[config.mk]
export PLATFORM = sky130hd
export DESIGN_NAME = b3_down_counter
export DESIGN_NICKNAME = d
export VERILOG_FILES = /design/src/rtl/b3_down_counter.sv
export SDC_FILE = /design/constraint.sdc
export NUM_CORES = 1
export LEC_CHECK = 0
export CORE_MARGIN = 2
export CORE_UTILIZATION = 38
export DETAILED_ROUTE_END_ITERATION = 6
export GPL_TIMING_DRIVEN = 1
export HOLD_SLACK_MARGIN = 0.1
export PLACE_DENSITY = 0.7
export SYNTH_ARGS = -nofsm -noshare
export SYNTH_HDL_FRONTEND = slang
export SYNTH_SLANG_ARGS = --single-unit
export TNS_END_PERCENT = 5
[constraint.sdc]
create_clock -name clock -period 1.3 [get_ports clock]
set_input_delay 0.13 -clock clock [delete_from_list [all_inputs] [get_ports clock]]
set_output_delay 0.13 -clock clock [all_outputs]
set_load 0.1 [all_outputs]
[src/rtl/b3_down_counter.sv]
// b3_down_counter: loadable N-digit base-3 down-counter with a digit-serial
// borrow chain. Each digit is 2 bits (00=0, 01=1, 10=2; 11 never stored).

// One base-3 digit of the borrow chain: subtract the incoming borrow.
module b3_dec_cell (
    input  logic [1:0] d,
    input  logic       bin,
    output logic [1:0] q,
    output logic       bout
);
    // A borrow into a zero digit wraps it to 2 and passes the borrow on.
    always_comb begin
        q    = d;
        bout = 1'b0;
        if (bin) begin
            if (d == 2'b00) begin
                q    = 2'b10;
                bout = 1'b1;
            end else begin
                q = d - 2'b01;
            end
        end
    end
endmodule

module b3_down_counter #(
    parameter int N = 4
) (
    input  logic           clock,
    input  logic           reset,
    input  logic           load,
    input  logic [2*N-1:0] din,
    input  logic           dec,
    output logic [2*N-1:0] count,
    output logic           zero,
    output logic           borrow_out,
    output logic           err
);
    logic [N:0]     chain;
    logic [2*N-1:0] dec_val;
    logic [N-1:0]   digit_bad;
    logic           din_bad;

    // The chain always subtracts one from the LSD.
    assign chain[0] = 1'b1;

    genvar i;
    generate
        for (i = 0; i < N; i++) begin : g_digit
            b3_dec_cell u_cell (
                .d   (count[2*i +: 2]),
                .bin (chain[i]),
                .q   (dec_val[2*i +: 2]),
                .bout(chain[i+1])
            );
            assign digit_bad[i] = (din[2*i +: 2] == 2'b11);
        end
    endgenerate

    assign din_bad = |digit_bad;
    assign zero    = (count == '0);

    // Count register: load beats dec; a rejected load holds count and flags err.
    always_ff @(posedge clock or posedge reset) begin
        if (reset) begin
            count      <= '0;
            borrow_out <= 1'b0;
            err        <= 1'b0;
        end else if (load) begin
            borrow_out <= 1'b0;
            if (din_bad) begin
                err <= 1'b1;
            end else begin
                count <= din;
                err   <= 1'b0;
            end
        end else if (dec) begin
            count      <= dec_val;
            borrow_out <= chain[N];
        end else begin
            borrow_out <= 1'b0;
        end
    end
endmodule

# ---- Word-level counts from Yosys, hierarchy flattened
# Cells that the tools add are included.
dict set report totals {
  reg_bits 10
  in_bits 12
  out_inout_bits 11
  wordCells 49
}
dict set report op_classes {
  add_sub_neg 4
  n_eq_ne 5
  mux 20
  reduce_logical 14
}
# cell n
set ops {}
lappend ops {{$mux 8} 3}
lappend ops {{$mux 2} 7}
lappend ops {{$mux 1} 10}
lappend ops {{$reduce_and 3->1} 3}
lappend ops {{$eq 2x2->1 const B} 4}
lappend ops {{$logic_not 2->1} 4}
lappend ops {{$logic_not 8->1} 1}
lappend ops {{$reduce_bool 2->1} 4}
lappend ops {{$sub 2x1->2 const B} 4}
lappend ops {{$reduce_or 4->1} 1}
lappend ops {{$ne 2x2->1 const B} 1}
lappend ops {{$reduce_and 2->1} 1}

# ---- Depth between registers and ports, before layout
# Gate-level depths: netlist (run 1).
dict set report logic_depth {
  ltp_word 7
  ltp_mapped 5
  depth_no_buf 5
}

# ---- Modules after synthesis
# Synthesis (run 1) repeated with hierarchy kept, for this count alone.
dict set report unflattened {
  hier_cells 81
  hier_area_um2 767.0
}
# mod n_inst cells_per_inst area_per_inst_um2 seq_area_each_um2
set by_module_without_submodules {}
lappend by_module_without_submodules {b3_down_counter 1 45 536.8 250.2}
lappend by_module_without_submodules {b3_dec_cell 4 9 57.6 0.0}

# ---- Worst setup path before layout (run 1)
# OpenSTA, ideal clock, no wires.
dict set report synth_timing {
  path_kind {register to output}
  from {register count[2]}
  to {output port zero}
  arrival_time_ns 2.043
  required_time_ns 1.170
  slack_ns -0.873
  stages_incl_launch_ff 5
  n_path_buf 0
  path_cell_list {dfrtp_1 -> inv_1 -> ha_1 -> and3_1 -> and2_1}
}
dict set report synth_via {
  elab_chain_cells 1
}
# element line
set synth_lines {}
lappend synth_lines {{start, declared} 34} ;# output logic [2*N-1:0] count,
lappend synth_lines {{start signal, assigned} 74} ;# count <= din;
lappend synth_lines {{start signal, assigned} 78} ;# count <= dec_val;
lappend synth_lines {{$logic_not 8->1} 61} ;# assign zero = (count == '0);
lappend synth_lines {{end, declared} 35} ;# output logic zero,
# No other way between the ends.

# ---- Worst setup path in the final report (run 1)
dict set report layout_timing {
  from {register count[3]}
  to {output port zero}
}
# The elaborated chain is that of the path after synthesis.

==> run summary, run 1 <==
share of the synthesized area in the top cell type -> 39.76%
Util after Layout -> 82.35%
leading register cell type out of synthesis -> dfrtp_1
Cells after Synth -> 60
Clock Latency Late Sink -> 280 ps
Placement Cell Area -> 1199 µm²
VDD IR max -> 2.870 mV
fin crit share -> 121.5%
Die ar. -> 1998 µm²
synth unique cells -> 21
CTS root buffer -> clkbuf_4
die height -> 44.70 µm
gr ovfl total -> 0
CP endpoint kind -> output pin
wire length per cell -> 13.98 µm
Via Count -> 613
final setup violation count -> 3
sw power -> 1.603 mW
failing checks -> negative setup slack
share of flip-flops with an asynchronous set or reset -> 100.0%
register area share after synthesis -> 39.76%
Mapped Area -> 629.4 µm²
Fin. Hold Viols -> 0
post-route ant nets -> 0
internal power -> 1.568 mW
CTS max path bufs -> 2
Area growth, synth to finish -> 99.40%
Data required, critical path -> 1170 ps
layout cells sized above 1 -> 55.24%
Post-Synthesis Mean Instance Area -> 10.49 µm²
cts bufs inserted -> 3
DP HPWL -> 1391 µm
Post-synth EDFFs -> 0
area leader, netlist -> dfrtp_1
highest clock rate -> 633.3 MHz
# diodes -> 0
crit path max fanout -> 2
MaxCap Viol Count -> 0
PD cells -> 2527 nW/µm²
Worst Path Class, Setup -> reg2out
initial antenna violation count -> 0
Seq cells post-synth -> 10
worst hold margin -> 150.9 ps
I/O pins -> 23
GP Congestion -> 0.7307
Final TNS setup -> -422.5 ps
CTS sink count -> 10
final worst path period need -> 1579 ps
Yosys Warn Count -> 0
number of global-route vias before repair -> 665
Lkg Pwr -> 0.6021 nW
CTS clk-pin slew, worst paths -> 80 ps
initial drt markers -> 5
Nets -> 126
DRC -> 0
first-pass GRT wire length -> 2946 µm
status -> finished, violations left
power share of the combinational group -> 70.9%
PortBufs -> 22
Hold Buf Count CTS -> 0
Final Routed Wirelength -> 1692 µm
Slew headroom -> 71.87%
worst-margin pin slew -> 421.5 ps
largest net degree at the start of global routing -> 11
Total GRT Usage -> 20.88%
CTS H-tree lvls -> 1
crit path launch type -> flip-flop
CTS tree -> yes
fin. max-slew vios -> 0
final instance area -> 1255 µm²
Initial Util -> 41.30%
worst slack, placed -> -266.3 ps
Sw Share -> 50.56%
Synth area leaders -> dfrtp_1 40%, ha_1 16%, mux2i_1 14%
Net Count, Synth -> 80
total iterations of the first detailed-routing run -> 4
core area -> 1524 µm²
setup ws final -> -279.1 ps
die width -> 44.70 µm
critical path data arrival time -> 1450 ps
hold crit path type -> in2async
Seq pwr share -> 19.6%
Synth top cells by count -> 10 x dfrtp_1, 10 x inv_1, 9 x mux2i_1, 8 x ha_1
RSZ-0062 raised after global routing -> true
Core Rows -> 14
Clk pwr share -> 9.5%
drt via density -> 5.066
Setup Skew -> 6.685 ps
## flip-flops by register name, summed over array words and instances, names as in the netlist
register,flops
count,8
borrow_out,1
err,1
## critical path, stage by stage (launching register included)
cell     delay (ps)
dfrtp_4         490
inv_4            70
ha_4            130
and3_4          170
and2_4          140
buf_12          160
## cells in the final DEF (no fill, tap or decap), types with 2 or more instances in the layout
cell type / instances
a21oi_1: 3
inv_4: 6
buf_12: 11
mux2i_1: 9
inv_1: 4
dfrtp_1: 2
ha_4: 3
dfrtp_2: 2
clkbuf_4: 3
buf_4: 20
ha_1: 5
dfrtp_4: 6
nor2_1: 3
clkdlybuf4s50_1: 11
## cell type report
cell class / instances / area [µm²]
Clock buffer: 4 / 36.28
Timing Repair Buffer: 42 / 480.5
Multi-Input combinational cell: 39 / 390.4
Fill cell: 89 / 269.0
Sequential cell: 10 / 275.3
Inverter: 10 / 52.55
Tap cell: 16 / 20.02
## cells by family after synthesis
| group | share of synthesized area, % |
|---|---|
| AOI/OAI and AO/OA | 16.10 |
| adders and majority gates | 15.91 |
| buffers and inverters | 6.561 |
| DFF | 39.76 |
| muxes | 14.31 |
| and+or+nand+nor | 7.357 |
## per-layer routing
layer  up-vias  track usage [%]  part of all wire (%)
met5         -                0                     0
met4         0            10.91                   2.7
met3         5            3.200                   4.9
met2        21            33.33                    50
met1       284            27.23                    42
li1        303                -                     -
## repair_timing
item / CTS / global route
setup endpoints to repair: 1 / 9
gates resized for setup: 1 / 1
pin swaps: 2 / 0
setup buffers: 2 / 0
## final timing paths
| kind | slack (ps) | startpoint | cells past startpoint | end |
|---|---|---|---|---|
| worst max-delay path | -280 | count[3]$_DFFE_PP0P_ | 5 | zero |
| worst min-delay path | 150 | reset | 2 | count[6]$_DFFE_PP0P_ |
| worst max register to register | -80 | count[4]$_DFFE_PP0P_ | 6 | count[6]$_DFFE_PP0P_ |
| worst min register to register | 570 | err$_DFFE_PP0P_ | 1 | err$_DFFE_PP0P_ |
| max in group asynchronous | 810 | reset | 2 | count[2]$_DFFE_PP0P_ |
| min in group clock | 490 | dec | 3 | count[1]$_DFFE_PP0P_ |
## power groups by stage
| stage | Clock, mW | Sequential, mW | Combinational (mW) |
|---|---|---|---|
| after floorplan | 0 | 1.47 | 0.463 |
| after global placement | 0 | 0.611 | 2.20 |
| after detailed placement | 0 | 0.621 | 2.25 |
| after CTS | 0.307 | 0.624 | 2.27 |
| after global routing | 0.311 | 0.638 | 2.38 |
| final | 0.302 | 0.622 | 2.25 |
## per-stage QoR
| step | power (mW) | std cells |
|---|---|---|
| 6_report | 3.171 | 121 |
| 5_1_grt | 3.326 | 121 |
| 4_1_cts | 3.197 | 121 |
| 3_5_place_dp | 2.868 | 115 |
| 3_3_place_gp | 2.810 | 115 |
| 2_1_floorplan | 1.932 | 60 |
Note: power is estimated with default switching activity, not from simulation.
==> run 2, diff against run 1 <==
--- a/config.mk
+++ b/config.mk
@@ -11,6 +11,7 @@
 export GPL_TIMING_DRIVEN = 1
 export HOLD_SLACK_MARGIN = 0.1
 export PLACE_DENSITY = 0.7
+export SKIP_LAST_GASP = 1
 export SYNTH_ARGS = -nofsm -noshare
 export SYNTH_HDL_FRONTEND = slang
 export SYNTH_SLANG_ARGS = --single-unit
==> run 2 against run 1 <==
The flow still finishes with violations (negative setup slack). Sequential share of layout area is essentially flat. First-iteration DRC count increased by 100%. Worst setup slack barely moved. Final area is 0.20% lower. Fmax hardly changed. Final cell count did not move. Critical endpoint unchanged. Largest cell class unchanged.
==> run summary, run 2 (same netlist as run 1, synthesis figures left out) <==
most common cell after layout, fill and taps aside -> buf_4
RSZ-0062 raised after global routing -> true
CTS sink count -> 10
largest net degree at the start of global routing -> 11
setup ws final -> -279.5 ps
Via Count -> 617
GP Congestion -> 0.7307
CTS clk-pin slew, worst paths -> 80 ps
slowest stage delay, CP -> 490 ps
hold crit path type -> in2async
Total GRT Usage -> 20.88%
CTS max path bufs -> 2
Final Routed Wirelength -> 1691 µm
Area growth, synth to finish -> 99.01%
crit path max fanout -> 2
CTS H-tree lvls -> 1
Fin. Hold Viols -> 0
Die ar. -> 1998 µm²
failing checks -> negative setup slack
highest clock rate -> 633.1 MHz
Filler cells -> 90
crit path launch type -> flip-flop
Largest regs -> count (8), borrow_out (1), err (1)
slowest stage cell, crit path -> dfrtp_4
core area -> 1524 µm²
post-route ant nets -> 0
cell total after placement -> 115
PortBufs -> 22
Total Power -> 3.170 mW
number of global-route vias before repair -> 665
CP endpoint kind -> output pin
worst-margin pin slew -> 421.1 ps
Lkg Pwr -> 0.6016 nW
fin. max-slew vios -> 0
MaxCap Viol Count -> 0
Nets -> 126
most flop-heavy register -> count
wire length per cell -> 13.98 µm
Slew headroom -> 71.89%
most frequent cells in the layout -> 20 x buf_4, 11 x clkdlybuf4s50_1, 11 x buf_12, 9 x mux2i_1
Placement Cell Area -> 1199 µm²
gr ovfl total -> 0
flop-to-flop setup slack -> -80 ps
total iterations of the first detailed-routing run -> 4
die width -> 44.70 µm
worst hold margin -> 151.0 ps
CTS tree -> yes
layout cells sized above 1 -> 54.29%
drt via density -> 5.099
Initial Util -> 41.30%
VDD IR max -> 2.869 mV
final instance area -> 1252 µm²
status -> finished, violations left
Core Rows -> 14
I/O pins -> 23
Clock Latency Late Sink -> 280 ps
critical path data arrival time -> 1450 ps
DP HPWL -> 1391 µm
Data required, critical path -> 1170 ps
first-pass GRT wire length -> 2946 µm
PD cells -> 2531 nW/µm²
DRC -> 0
cts bufs inserted -> 3
final setup violation count -> 3
critical path, cell by cell -> inv_4, ha_4, and3_4, and2_4, buf_12
Non-Filler Instances -> 121
CTS root buffer -> clkbuf_4
final worst path period need -> 1579 ps
fin crit share -> 121.5%
Setup Skew -> 6.689 ps
initial drt markers -> 10
Worst Path Class, Setup -> reg2out
max FFs per register -> 8
Hold Buf Count CTS -> 0
initial antenna violation count -> 0
die height -> 44.70 µm
# diodes -> 0
-- run 2: cell count changes in the layout (fill, tap and decap cells not counted) --
cell / delta
nand2_2: -1
nand2_1: +1
-- run 2: where the power goes --
part	internal [mW]	total (mW)	switching, mW
clock network	0.171	0.302	0.132
registers	0.487	0.622	0.135
logic	0.910	2.25	1.34
total	1.57	3.17	1.60
-- run 2: final timing paths --
kind	from	to	cells past startpoint
max reg2reg	count[4]$_DFFE_PP0P_	count[6]$_DFFE_PP0P_	6
max	count[3]$_DFFE_PP0P_	zero	5
max in group asynchronous	reset	count[2]$_DFFE_PP0P_	2
min in group clock	dec	count[1]$_DFFE_PP0P_	3
min reg2reg	err$_DFFE_PP0P_	err$_DFFE_PP0P_	1
min	reset	count[6]$_DFFE_PP0P_	2
-- run 2: metrics by stage --
| stage | utilization (%) | setup TNS (ps) | setup slack, ps |
|---|---|---|---|
| finish | 82.18 | -423.2 | -279.5 |
| global route | 82.18 | -747.5 | -312.3 |
| CTS | 82.18 | -446.6 | -289.8 |
| detailed placement | 78.65 | -1813 | -266.3 |
| global placement | 78.65 | -1653 | -237.1 |
| floorplan | - | -824.5 | -180.1 |
-- run 2: area by class of cell --
type	count	area, µm²	share of cell area, %
well taps	16	20.02	1.598
multi-input cells	39	387.9	30.97
repair buffers	42	480.5	38.36
clock buffers	4	36.28	2.897
flip-flops and latches	10	275.3	21.98
inverters	10	52.55	4.196
-- run 2: repair_timing --
item / in CTS / in global routing
buffers inserted: 2 / 0
pin swaps: 2 / 0
gates resized for setup: 1 / 0
endpoints found under the setup margin: 1 / 9
-- run 2: worst max-delay path: cells and delay by family, from the launching register on --
family        cells  cell delay, ps
flops             1             490
buf+inv           2             230
fa+ha+maj         1             130
simple gates      2             310
-- run 2: routing by layer --
layer | vias to the layer above | routed length, µm | GRT usage (%)
met5 | - | 0 | 0
li1 | 303 | - | -
met4 | 0 | 46 | 10.91
met2 | 23 | 850 | 33.33
met3 | 5 | 75 | 3.200
met1 | 286 | 718 | 27.23
